[src/rtl/note_voice_alloc.sv]
// note_voice_alloc: polyphonic voice allocator.
// Takes the note_on/note_off/note event stream and assigns each note to one
// of VOICES voice slots. Each event is scanned one voice per cycle and
// applied in a single commit cycle. One further event is buffered while busy.
// Optional feature macro: NOTE_VOICE_STEAL_EN. When it is defined, a note_on
// that finds neither a matching voice nor a free voice steals the oldest
// voice. When it is undefined, that note_on is dropped.
//
// state  | meaning
// IDLE   | waiting for an event strobe
// SCAN   | examining voice r_idx for match / free / oldest
// COMMIT | applying the latched event to the voice state

module note_voice_alloc #(
    parameter int VOICES = 4,
    parameter int AGE_W  = 4
) (
    input  logic                  clk,
    input  logic                  rst,
    input  logic                  note_on,
    input  logic                  note_off,
    input  logic [6:0]            note,
    output logic [7*VOICES-1:0]   voice_note,
    output logic [VOICES-1:0]     voice_gate,
    output logic [VOICES-1:0]     voice_trig,
    output logic                  busy,
    output logic                  drop
);

    localparam int IW = (VOICES > 1) ? $clog2(VOICES) : 1;
    localparam logic [IW-1:0]    LAST_IDX = IW'(VOICES - 1);
    localparam logic [AGE_W-1:0] AGE_MAX  = '1;

    localparam logic [1:0] S_IDLE   = 2'd0;
    localparam logic [1:0] S_SCAN   = 2'd1;
    localparam logic [1:0] S_COMMIT = 2'd2;

    logic [1:0]       r_state;
    logic [IW-1:0]    r_idx;
    logic             r_ev_on;
    logic [6:0]       r_ev_note;
    logic             r_pend_vld;
    logic             r_pend_on;
    logic [6:0]       r_pend_note;

    logic             r_match_vld;
    logic [IW-1:0]    r_match_idx;
    logic             r_free_vld;
    logic [IW-1:0]    r_free_idx;

    logic [6:0]       r_note [VOICES];
    logic [AGE_W-1:0] r_age  [VOICES];
    logic [VOICES-1:0] r_gate;
    logic [VOICES-1:0] r_trig;
    logic             r_drop;

    logic             w_strobe;
    logic             w_first;
    logic             w_last;
    logic             w_cur_hit;
    logic             w_cur_free;
    logic             w_target_vld;
    logic [IW-1:0]    w_target_idx;
    logic             w_commit_on;

    assign w_strobe    = note_on | note_off;
    assign w_first     = (r_idx == '0);
    assign w_last      = (r_idx == LAST_IDX);
    assign w_cur_hit   = r_gate[r_idx] && (r_note[r_idx] == r_ev_note);
    assign w_cur_free  = !r_gate[r_idx];
    assign w_commit_on = (r_state == S_COMMIT) && r_ev_on;

`ifdef NOTE_VOICE_STEAL_EN
    logic             r_old_vld_unused_guard;
    logic [IW-1:0]    r_old_idx;
    logic [AGE_W-1:0] r_old_age;

    // Track the oldest voice; strict greater-than keeps the lowest index on ties.
    always_ff @(posedge clk) begin
        if (rst) begin
            r_old_idx <= '0;
            r_old_age <= '0;
            r_old_vld_unused_guard <= 1'b0;
        end else if (r_state == S_SCAN) begin
            r_old_vld_unused_guard <= 1'b1;
            if (w_first || (r_age[r_idx] > r_old_age)) begin
                r_old_idx <= r_idx;
                r_old_age <= r_age[r_idx];
            end
        end
    end
`endif

    // Pick the commit target: retrigger a held note, else a free voice, else steal.
    always_comb begin
        w_target_vld = 1'b0;
        w_target_idx = '0;
        if (r_match_vld) begin
            w_target_vld = 1'b1;
            w_target_idx = r_match_idx;
        end else if (r_free_vld) begin
            w_target_vld = 1'b1;
            w_target_idx = r_free_idx;
        end else begin
`ifdef NOTE_VOICE_STEAL_EN
            w_target_vld = r_old_vld_unused_guard | 1'b1;
            w_target_idx = r_old_idx;
`else
            w_target_vld = 1'b0;
`endif
        end
    end

    // Sequencing FSM plus the one-deep pending event buffer.
    always_ff @(posedge clk) begin
        if (rst) begin
            r_state     <= S_IDLE;
            r_idx       <= '0;
            r_ev_on     <= 1'b0;
            r_ev_note   <= '0;
            r_pend_vld  <= 1'b0;
            r_pend_on   <= 1'b0;
            r_pend_note <= '0;
        end else begin
            case (r_state)
                S_IDLE: begin
                    if (w_strobe) begin
                        r_ev_on   <= note_on;
                        r_ev_note <= note;
                        r_idx     <= '0;
                        r_state   <= S_SCAN;
                    end
                end
                S_SCAN: begin
                    r_idx <= r_idx + 1'b1;
                    if (w_last) begin
                        r_state <= S_COMMIT;
                    end
                    if (w_strobe && !r_pend_vld) begin
                        r_pend_vld  <= 1'b1;
                        r_pend_on   <= note_on;
                        r_pend_note <= note;
                    end
                end
                S_COMMIT: begin
                    r_idx <= '0;
                    if (r_pend_vld) begin
                        r_ev_on   <= r_pend_on;
                        r_ev_note <= r_pend_note;
                        r_state   <= S_SCAN;
                        if (w_strobe) begin
                            r_pend_on   <= note_on;
                            r_pend_note <= note;
                        end else begin
                            r_pend_vld <= 1'b0;
                        end
                    end else if (w_strobe) begin
                        // Pending slot is empty, so the strobe passes straight through it.
                        r_ev_on   <= note_on;
                        r_ev_note <= note;
                        r_state   <= S_SCAN;
                    end else begin
                        r_state <= S_IDLE;
                    end
                end
                default: r_state <= S_IDLE;
            endcase
        end
    end

    // Track the lowest-index matching voice and lowest-index free voice.
    always_ff @(posedge clk) begin
        if (rst) begin
            r_match_vld <= 1'b0;
            r_match_idx <= '0;
            r_free_vld  <= 1'b0;
            r_free_idx  <= '0;
        end else if (r_state == S_SCAN) begin
            if (w_cur_hit && (w_first || !r_match_vld)) begin
                r_match_vld <= 1'b1;
                r_match_idx <= r_idx;
            end else if (w_first) begin
                r_match_vld <= 1'b0;
            end
            if (w_cur_free && (w_first || !r_free_vld)) begin
                r_free_vld <= 1'b1;
                r_free_idx <= r_idx;
            end else if (w_first) begin
                r_free_vld <= 1'b0;
            end
        end
    end

    // Apply the committed event to the voice notes, gates and ages.
    always_ff @(posedge clk) begin
        if (rst) begin
            r_gate <= '0;
            for (int i = 0; i < VOICES; i++) begin
                r_note[i] <= '0;
                r_age[i]  <= '0;
            end
        end else if (r_state == S_COMMIT) begin
            for (int i = 0; i < VOICES; i++) begin
                if (r_ev_on) begin
                    if (w_target_vld) begin
                        if (i == int'(w_target_idx)) begin
                            r_note[i] <= r_ev_note;
                            r_gate[i] <= 1'b1;
                            r_age[i]  <= '0;
                        end else if (r_gate[i] && (r_age[i] != AGE_MAX)) begin
                            r_age[i] <= r_age[i] + 1'b1;
                        end
                    end
                end else if (r_gate[i] && (r_note[i] == r_ev_note)) begin
                    // Released voices keep their note for the envelope tail.
                    r_gate[i] <= 1'b0;
                end
            end
        end
    end

    // One-cycle trig and drop pulses.
    always_ff @(posedge clk) begin
        if (rst) begin
            r_trig <= '0;
            r_drop <= 1'b0;
        end else begin
            r_trig <= '0;
            r_drop <= 1'b0;
            if (w_commit_on && w_target_vld) begin
                for (int i = 0; i < VOICES; i++) begin
                    if (i == int'(w_target_idx)) begin
                        r_trig[i] <= 1'b1;
                    end
                end
            end
            if ((r_state == S_SCAN) && w_strobe && r_pend_vld) begin
                r_drop <= 1'b1;
            end
            if (w_commit_on && !w_target_vld) begin
                r_drop <= 1'b1;
            end
        end
    end

    // Flatten per-voice notes onto the output bus.
    always_comb begin
        voice_note = '0;
        for (int i = 0; i < VOICES; i++) begin
            voice_note[7*i +: 7] = r_note[i];
        end
    end

    assign voice_gate = r_gate;
    assign voice_trig = r_trig;
    assign busy       = (r_state != S_IDLE);
    assign drop       = r_drop;

endmodule
[config.mk]
export PLATFORM = sky130hd
export DESIGN_NAME = note_voice_alloc
export DESIGN_NICKNAME = d
export VERILOG_FILES = /design/src/rtl/note_voice_alloc.sv
export SDC_FILE = /design/constraint.sdc
export NUM_CORES = 1
export LEC_CHECK = 0
export ABC_AREA = 1
export CAP_MARGIN = 5
export CORE_MARGIN = 4
export CORE_UTILIZATION = 25
export DETAILED_ROUTE_END_ITERATION = 8
export DONT_BUFFER_PORTS = 1
export PLACE_DENSITY = 0.38
export SYNTH_ARGS = -nofsm -noshare
export SYNTH_HDL_FRONTEND = slang
export SYNTH_SLANG_ARGS = --single-unit
[constraint.sdc]
create_clock -name clk -period 1.8 [get_ports clk]
set_input_delay 0.27 -clock clk [delete_from_list [all_inputs] [get_ports clk]]
set_output_delay 0.27 -clock clk [all_outputs]
set_load 0.01 [all_outputs]
# After elaboration in Yosys (flattened, before gate mapping)
# Memories as Yosys holds them, arrays and structs flattened. A register that Yosys moved wholly into a read port is not among the register bits.
# Index checks and enable logic that the tools add are counted.
[totals]
regBits = 36
ramBits = 28
in_bits = 11
output_inout_bits = 38
elab_cells = 177
n_memories = 1
[memory_table]
columns = ["name", "words", "width", "read_ports", "rd_ports_with_merged_regs", "write_ports", "line", "rtl"]
rows = [
  ["r_note", 4, 7, 5, 1, 4, "51", "logic [6:0] r_note [VOICES];"],
]
[op_classes]
addsub = 1
order_cmp = 1
eq_ne = 21
mux = 84
n_bitwise = 6
n_reduce_logical = 46
[op_table]
columns = ["cell", "count"]
rows = [
  ["2-to-1 mux 7 bit", 9],
  ["2-to-1 mux 1 bit", 60],
  ["equality test 7 bit", 5],
  ["case mux 7 bit (2 select lines)", 2],
  ["AND reduction 4 bit", 5],
  ["nonzero test 2 bit", 9],
  ["2-to-1 mux 2 bit", 7],
  ["AND reduction 2 bit", 7],
  ["logical AND 1 bit", 13],
  ["case mux 2 bit (3 select lines)", 2],
  ["!= test 2 x 1 -> 1 bit, second input constant", 5],
  ["!= test 2 bit, second input constant", 5],
  ["logical NOT 2 bit", 3],
  ["case mux 1 bit (2 select lines)", 3],
  ["logical NOT 1 bit", 5],
  ["bitwise OR 1 bit", 5],
  ["equality test 2 bit, first input constant", 2],
  ["equality test 2 bit, second input constant", 2],
  ["less-than comparator 2 x 3 -> 1 bit, second input constant", 1],
  ["nonzero test 3 bit", 1],
  ["adder 2 x 1 -> 2 bit, second input constant", 1],
  ["binary-select mux 1 bit (select 2 bit)", 1],
  ["equality test 1 x 2 -> 1 bit, first input constant", 1],
  ["equality test 2 x 1 -> 1 bit, second input constant", 1],
  ["other kinds (3)", 4],
]

# Depth between registers and ports, before layout
# Gate-level depths: netlist of the first run.
[logic_depth]
ltp_word = 10
mapped_depth = 13

# Worst setup path after synthesis of the first run
# No wires, ideal clock.
[synth_path]
path_kind = "reg2reg"
start = "register r_state[1]"
end = "memory r_note[0][0], enable pin"
setup_time_ps = 381
t_arrival_ps = 1490
path_slack_ps = -70
path_stages_with_launch = 9
n_path_buf = 0
path_cell_list = "dfxtp_1 inv_2 nor2_4 inv_2 nor2_1 inv_1 nor2_4 inv_1 o21ai_0"
[synth_rtl]
columns = ["element", "line", "rtl"]
rows = [
  ["start: declaration", "38", "logic [1:0] r_state;"],
  ["start signal: assignment", "117", "r_state <= S_IDLE;"],
  ["start signal: assignment", "131", "r_state <= S_SCAN;"],
  ["start signal: assignment", "137", "r_state <= S_COMMIT;"],
  ["end: declaration", "51", ""],
]

==> metrics.md, run 1 <==
| Metric | Value |
|---|---|
| Final hold violation count | `0` |
| WS Path Type | `reg2reg` |
| Post-synth EDFFs | `28` |
| Unique cell type count in the Yosys netlist | `35` |
| Endpoints failing setup | `0` |
| X dimension of the die | `125 um` |
| Length of the first detailed-routing pass in iterations | `4` |
| Post-synthesis sequential area ratio | `0.466` |
| Gp weighted congestion | `0.779` |
| Ys Warns | `0` |
| Data arrival time of the worst path | `1700 ps` |
| Total Die Area | `15700 um2` |
| Relative area change from synthesis to final layout | `22.2%` |
| Residual DRC count | `0` |
| Footprint of the flip-flops and latches | `1600 um2` |
| Routed vias | `2909` |
| PwrDens | `980 nW/um2` |
| Total negative setup slack | `0 ps` |
| Starting DRC count in detailed routing | `170` |
| Number of instances in the synthesized netlist | `446` |
| Worst slew margin relative to its limit | `0.514` |
| Top-Level Pins | `49` |
| Total of max-cap violations | `0` |
| Via count of the first global-routing pass | `3042` |
| Launch point of the worst path | `r_match_vld$_SDFFE_PP0P_` |
| Post-synthesis cell area | `3440 um2` |
| Routed Antenna Nets | `0` |
| Maximum level of the CTS H-tree | `3` |
| Fraction of final layout cells with drive strength greater than 1 | `0.183` |
| Endpoint type of the worst setup path | `flip-flop` |
| Synthesis-stage register bit count | `66` |
| CTS tree | `built` |
| CP Data Required Time | `1850 ps` |
| Initial Utilization | `0.258` |
| Number of inserted diodes | `0` |
| Fillers | `1462` |
| Setup repair after global routing missed its margin | `false` |
| RR Endpoint | `r_note[0][1]$_SDFFCE_PN0P_` |
| Fmax achieved | `0.604 GHz` |
| Area share of the leading cell type in the synthesized netlist | `0.245` |
| Multi-input gate area in the final layout | `1550 um2` |
| Longest Clk Path Bufs | `2` |
| Net count after synthesis | `459` |
| Startpoint class of the critical path | `flip-flop` |
| Main area contributors after synthesis | `edfxtp_1, dfxtp_1, nand2_1` |
| Crit path capture | `r_note[0][1]$_SDFFCE_PN0P_` |
| Leakage power | `1.75 nW` |
| HPWL after DPL | `8.34 mm` |
| End-of-flow core utilization | `0.315` |
| Tcrit/Tclk final | `0.920` |
| Total wire length after detailed routing | `10.8 mm` |
| Worst r2r src | `r_match_vld$_SDFFE_PP0P_` |
| Global-route congestion overflow total | `0` |
| Type of the tightest min-delay check | `in2reg` |
| Post-layout net count | `494` |
| Initial antenna violation count | `0` |
| Number of cells on the worst reg-to-reg path | `7` |
| Synth cell count leaders | `nand2_1, nor2_1, inv_1` |
| Placeable core region | `13300 um2` |
| Maximum number of pins on one net before global-route repair | `18` |
| TritonCTS buffer count | `9` |
| Max Slew Vio Count | `0` |
| Later-pin clock latency in the skew report | `340 ps` |
| Vias per cell | `4.39` |
| Clk sink count | `66` |
| Largest fanout on the critical path | `7` |
| Worst-case register-to-register setup slack | `140 ps` |
| Worst voltage drop across the vdd grid | `468 uV` |
| Area after DPL | `3850 um2` |
| Top cell type by total area after synthesis | `edfxtp_1` |
| Clock root buffer master | `clkbuf_16` |
| Routed wirelength normalized by instance count | `16.3 um` |
| Status | `finished clean` |
| Summed area of non-filler cells in the final layout | `4200 um2` |
| Most frequent cell after synthesis | `nand2_1` |
| Height of the chip | `125 um` |
| Input/output buffers | `0` |
| Slew of the pin with the lowest slew margin | `727 ps` |
| Total routing usage reported by global routing | `0.144` |
| Most used DFF post-synth | `dfxtp_1` |
| Setup fix buffers added after clock tree synthesis | `0` |
| Syn avg cell area | `7.71 um2` |
| Fraction of synthesis flops using an asynchronous set or reset pin | `0` |
| Wire length of the first global-routing pass | `17.4 mm` |
| Post-route clock skew | `9.78 ps` |
| Floorplan row count | `42` |
| Clk slew on worst S/H paths | `60 ps` |
| Post-layout minimum cycle time | `1660 ps` |
[metal layers]
layer  track usage  share of wire  up-vias
met5             0              0        -
met1         0.187           0.47     1325
li1              -              -     1514
met4        0.0402         0.0088        0
met2         0.229           0.46       63
met3        0.0516          0.063        7
[placed cells by master (no fill, tap or decap), drive strengths merged, types with 14 or more instances in the layout]
cell type / n
nand2: 112
nor2: 61
inv: 52
dfxtp: 38
buf: 37
nand3: 36
a21oi: 34
o21ai: 30
edfxtp: 28
xor2: 14
[critical path, cell delays in order (launching register included)]
cell and delay (ps):
dfxtp_1 420, inv_1 80, a21boi_0 250, nor2_2 110, inv_1 90, nand2_1 100, o21ai_1 140, buf_4 180
[metrics by stage]
step / hold slack (ps) / setup slack [ps] / power [W] / std cells
after floorplan: 418 / 127 / 0.00207 / 446
after global placement: 349 / 70.7 / 0.00225 / 644
after detailed placement: 349 / 76.9 / 0.00225 / 644
after CTS: 0.0337 / 66.7 / 0.00419 / 661
after global routing: 3.89 / 2.71 / 0.00434 / 662
final: 20.7 / 144 / 0.00412 / 662
[sequential cells by signal, summed over array words and instances, names as in the netlist, named ones only]
signal       flops
r_state          2
r_pend_vld       1
voice_gate       4
r_ev_note        7
r_free_vld       1
r_note          28
r_match_vld      1
drop             1
r_pend_note      7
r_match_idx      2
r_pend_on        1
r_ev_on          1
r_free_idx       2
voice_trig       4
r_idx            2
[layout make-up]
| type | count | area share |
|---|---|---|
| inverter | 55 | 0.0491 |
| timing repair buffer | 39 | 0.0709 |
| clock buffer | 12 | 0.0661 |
| multi-input combinational | 310 | 0.369 |
| tap | 176 | 0.0524 |
| clock inverter | 4 | 0.0110 |
| sequential | 66 | 0.381 |
[timing repair]
item	in CTS	in global routing
hold endpoints to repair	15	1
hold buffers	1	1
gates resized for setup	0	4
setup endpoints to repair	0	30
[power by group]
| group | total [W] | internal, W | switching (W) | leakage [nW] |
|---|---|---|---|---|
| clock network | 0.00189 | 0.00122 | 0.000670 | 0.157 |
| registers | 0.00170 | 0.00163 | 0.0000707 | 0.600 |
| logic | 0.000523 | 0.000188 | 0.000336 | 0.997 |
| total | 0.00412 | 0.00304 | 0.00108 | 1.75 |
[logic make-up after synthesis]
group,share of synthesized area
flip-flops,0.466
AND/OR/NAND/NOR,0.291
buffers and inverters,0.0855
XOR/XNOR,0.0382
adder cells (fa/ha/maj),0.00728
AO/OA/AOI/OAI,0.112
[worst min path at each step]
stage / endpoint / slack, ps / start / cells after the start
2_1_floorplan: r_pend_on$_SDFFE_PP0P_ / 420 / note_on / 2
3_3_place_gp: r_ev_note[3]$_SDFFE_PP0P_ / 350 / rst / 1
3_5_place_dp: r_pend_vld$_SDFFE_PP0P_ / 350 / rst / 1
5_1_grt: voice_trig[3]$_SDFF_PP0_ / 4 / rst / 1
6_report: voice_trig[3]$_SDFF_PP0_ / 20 / rst / 1
4_1_cts: drop$_SDFF_PP0_ / 0.03 / rst / 1
No activity file was read; power rests on OpenSTA's default activity.
==> run 2: changes to the inputs <==
--- a/config.mk
+++ b/config.mk
@@ -8,10 +8,11 @@
 export ABC_AREA = 1
 export CAP_MARGIN = 5
 export CORE_MARGIN = 4
-export CORE_UTILIZATION = 25
+export CORE_UTILIZATION = 63
+export CTS_CLUSTER_SIZE = 25
 export DETAILED_ROUTE_END_ITERATION = 8
 export DONT_BUFFER_PORTS = 1
-export PLACE_DENSITY = 0.38
+export PLACE_DENSITY = 0.77
 export SYNTH_ARGS = -nofsm -noshare
 export SYNTH_HDL_FRONTEND = slang
 export SYNTH_SLANG_ARGS = --single-unit
==> constraint.sdc (replaced) <==
create_clock -name clk -period 1.7 [get_ports clk]
set_input_delay 0.255 -clock clk [delete_from_list [all_inputs] [get_ports clk]]
set_output_delay 0.255 -clock clk [all_outputs]
set_load 0.01 [all_outputs]
==> metrics.md, run 2 (synthesis gave the netlist of run 1 again) <==
| Metric | Value |
|---|---|
| Relative area change from synthesis to final layout | `14.2%` |
| Vias per cell | `5.74 (+31%)` |
| Fraction of final layout cells with drive strength greater than 1 | `0.178 (-0.00470)` |
| Maximum number of pins on one net before global-route repair | `18 (unchanged)` |
| Max Slew Vio Count | `0 (unchanged)` |
| Commonest non-fill, non-tap cells in the layout | `nand2_1, nor2_1, inv_1, dfxtp_1, buf_4` |
| Gp weighted congestion | `0.941 (+21%)` |
| Routed wirelength normalized by instance count | `16.5 um (+1.1%)` |
| Global-route congestion overflow total | `0 (unchanged)` |
| Routed Antenna Nets | `0 (unchanged)` |
| Endpoint type of the worst setup path | `flip-flop` |
| Footprint of the flip-flops and latches | `1600 um2 (about the same)` |
| Slew of the pin with the lowest slew margin | `796 ps (+68.8 ps)` |
| Worst hold slack after final layout | `12.1 ps (-8.53 ps)` |
| Setup repair after global routing missed its margin | `false` |
| Most used cell, CP | `buf_4` |
| Routed vias | `3169 (+8.9%)` |
| Met3 layer wire length in the routed design | `952 um (+41%)` |
| Type of the tightest min-delay check | `in2reg` |
| Clk slew on worst S/H paths | `70 ps (about the same)` |
| Leakage power | `1.68 nW (-4.0%)` |
| Top-Level Pins | `49 (unchanged)` |
| Worst slew margin relative to its limit | `0.468 (-0.0460)` |
| Post-layout net count | `490 (-0.81%)` |
| Total of max-cap violations | `0 (unchanged)` |
| Data arrival time of the worst path | `1870 ps (+170 ps)` |
| Ordered cell list for the critical path | `nor2_4 > buf_4 > nand2_2 > buf_4 > inv_1 > o21ai_1 > buf_4 > nand2_1 > a21oi_1` |
| Later-pin clock latency in the skew report | `350 ps (about the same)` |
| Floorplan row count | `26 (-38%)` |
| Total negative setup slack | `0 ps (unchanged)` |
| Worst path slowest cell | `dfxtp_1` |
| Endpoints failing setup | `0 (unchanged)` |
| Register with the most flip-flops | `r_note` |
| Fmax achieved | `0.623 GHz (+3.1%)` |
| Worst Setup Slack, final | `94.3 ps (-49.5 ps)` |
| X dimension of the die | `81.9 um (-35%)` |
| Height of the chip | `81.9 um (-35%)` |
| Fillers | `385 (-74%)` |
| Leading registers by flop count | `r_note x28, r_ev_note x7, r_pend_note x7` |
| Post-layout minimum cycle time | `1610 ps (-50.5 ps)` |
| Status | `finished clean` |
| Clock root buffer master | `clkbuf_8` |
| WS Path Type | `reg2reg` |
| HPWL after DPL | `6.75 mm (-19%)` |
| CTS tree | `built` |
| Routed length on met2 | `4.28 mm (-14%)` |
| Leading cell type in the layout, fill and taps excluded | `nand2_1` |
| Starting DRC count in detailed routing | `361 (+110%)` |
| Worst-case register-to-register setup slack | `90 ps (-50 ps)` |
| Crit path buf inv count | `4 (+1)` |
| Maximum level of the CTS H-tree | `3 (unchanged)` |
| Tcrit/Tclk final | `0.945 (+0.0244)` |
| Number of inserted diodes | `0 (unchanged)` |
| Length of the first detailed-routing pass in iterations | `6 (+2)` |
| PwrDens | `955 nW/um2 (-2.5%)` |
| CP Data Required Time | `1960 ps (+110 ps)` |
| Worst voltage drop across the vdd grid | `965 uV (+110%)` |
| Startpoint class of the critical path | `flip-flop` |
| Total wire length after detailed routing | `9.10 mm (-16%)` |
| Initial Utilization | `0.661 (+0.403)` |
| Total routing usage reported by global routing | `0.290 (+0.146)` |
| Longest Clk Path Bufs | `2 (unchanged)` |
| Via count of the first global-routing pass | `2971 (-2.3%)` |
| Final hold violation count | `0 (unchanged)` |
| TritonCTS buffer count | `9 (unchanged)` |
| Number of instances in the placed design | `535 (-17%)` |
| Multi-input gate area in the final layout | `1560 um2 (+0.16%)` |
| Initial antenna violation count | `0 (unchanged)` |
| Residual DRC count | `0 (unchanged)` |
| Placeable core region | `5200 um2 (-61%)` |
| Post-route clock skew | `7.37 ps (-2.41 ps)` |
| Flip-flop count of the largest register, all copies and words added | `28 (unchanged)` |
| Maximum single-stage delay on the critical path | `440 ps (+20 ps)` |
| Filler-free cell count of the finished design | `552 (-17%)` |
| Crit path max-delay family | `buffers and inverters` |
| End-of-flow core utilization | `0.754 (+0.439)` |
| M1 wire length | `3.62 mm (-28%)` |
| Total Die Area | `6700 um2 (-57%)` |
| Clk sink count | `66 (unchanged)` |
| Largest fanout on the critical path | `17 (+10)` |
| DR top layer | `met4` |
| Wire length of the first global-routing pass | `14.5 mm (-17%)` |
| Input/output buffers | `0 (unchanged)` |
| Pre-CTS worst setup slack | `88.1 ps (+11.1 ps)` |
==> run 2: cell count changes in the layout (fill, tap and decap cells not counted), sizes merged <==
cell / previous run / this run
buf: 37 / 34
clkbuf: 12 / 10
dlygate4sd3: 2 / 1
clkinvlp: 1 / 0
bufinv: 1 / 2
clkinv: 5 / 7
==> run 2: timing repair <==
item | CTS | global route
endpoints found under the setup margin | 0 | 59
hold endpoints to repair | 17 | 0
setup buffers | 0 | 0
hold buffers | 1 | 0
gates resized for setup | 0 | 8
==> run 2: path summary, 6_finish.rpt <==
check / startpoint / end / cells past startpoint
hold / removal: rst / flip-flop / 1
setup reg to reg: r_state[0]$_SDFFE_PP0P_ / r_ev_note[3]$_SDFFE_PP0P_ / 9
setup / recovery: r_state[0]$_SDFFE_PP0P_ / r_ev_note[3]$_SDFFE_PP0P_ / 9
hold reg to reg: r_pend_note[5]$_SDFFE_PP0P_ / r_pend_note[5]$_SDFFE_PP0P_ / 2
==> run 2: power breakdown <==
group	switching, W	total [W]	internal [W]
logic	0.000358	0.000549	0.000191
clock network	0.000587	0.00140	0.000816
registers	0.0000754	0.00180	0.00172
==> run 2: metrics by stage <==
stage	cell area (um2)	power [W]
after CTS	3910	0.00373
after global routing	3930	0.00389
after floorplan	3440	0.00219
after global placement	3690	0.00234
final	3930	0.00375
after detailed placement	3690	0.00235
==> run 2: layer usage <==
metal / vias to the layer above / global-route usage
met2: 176 / 0.472
met4: 0 / 0.143
met1: 1462 / 0.363
met5: - / 0
met3: 28 / 0.0647
li1: 1503 / -
==> run 2: area by class of cell <==
type                       instances  share of cell area
sequential                        66               0.408
multi-input combinational        310               0.396
timing repair buffer              35              0.0676
inverter                          55              0.0526
clock buffer                      10              0.0325
tap                               70              0.0223
clock inverter                     6              0.0207
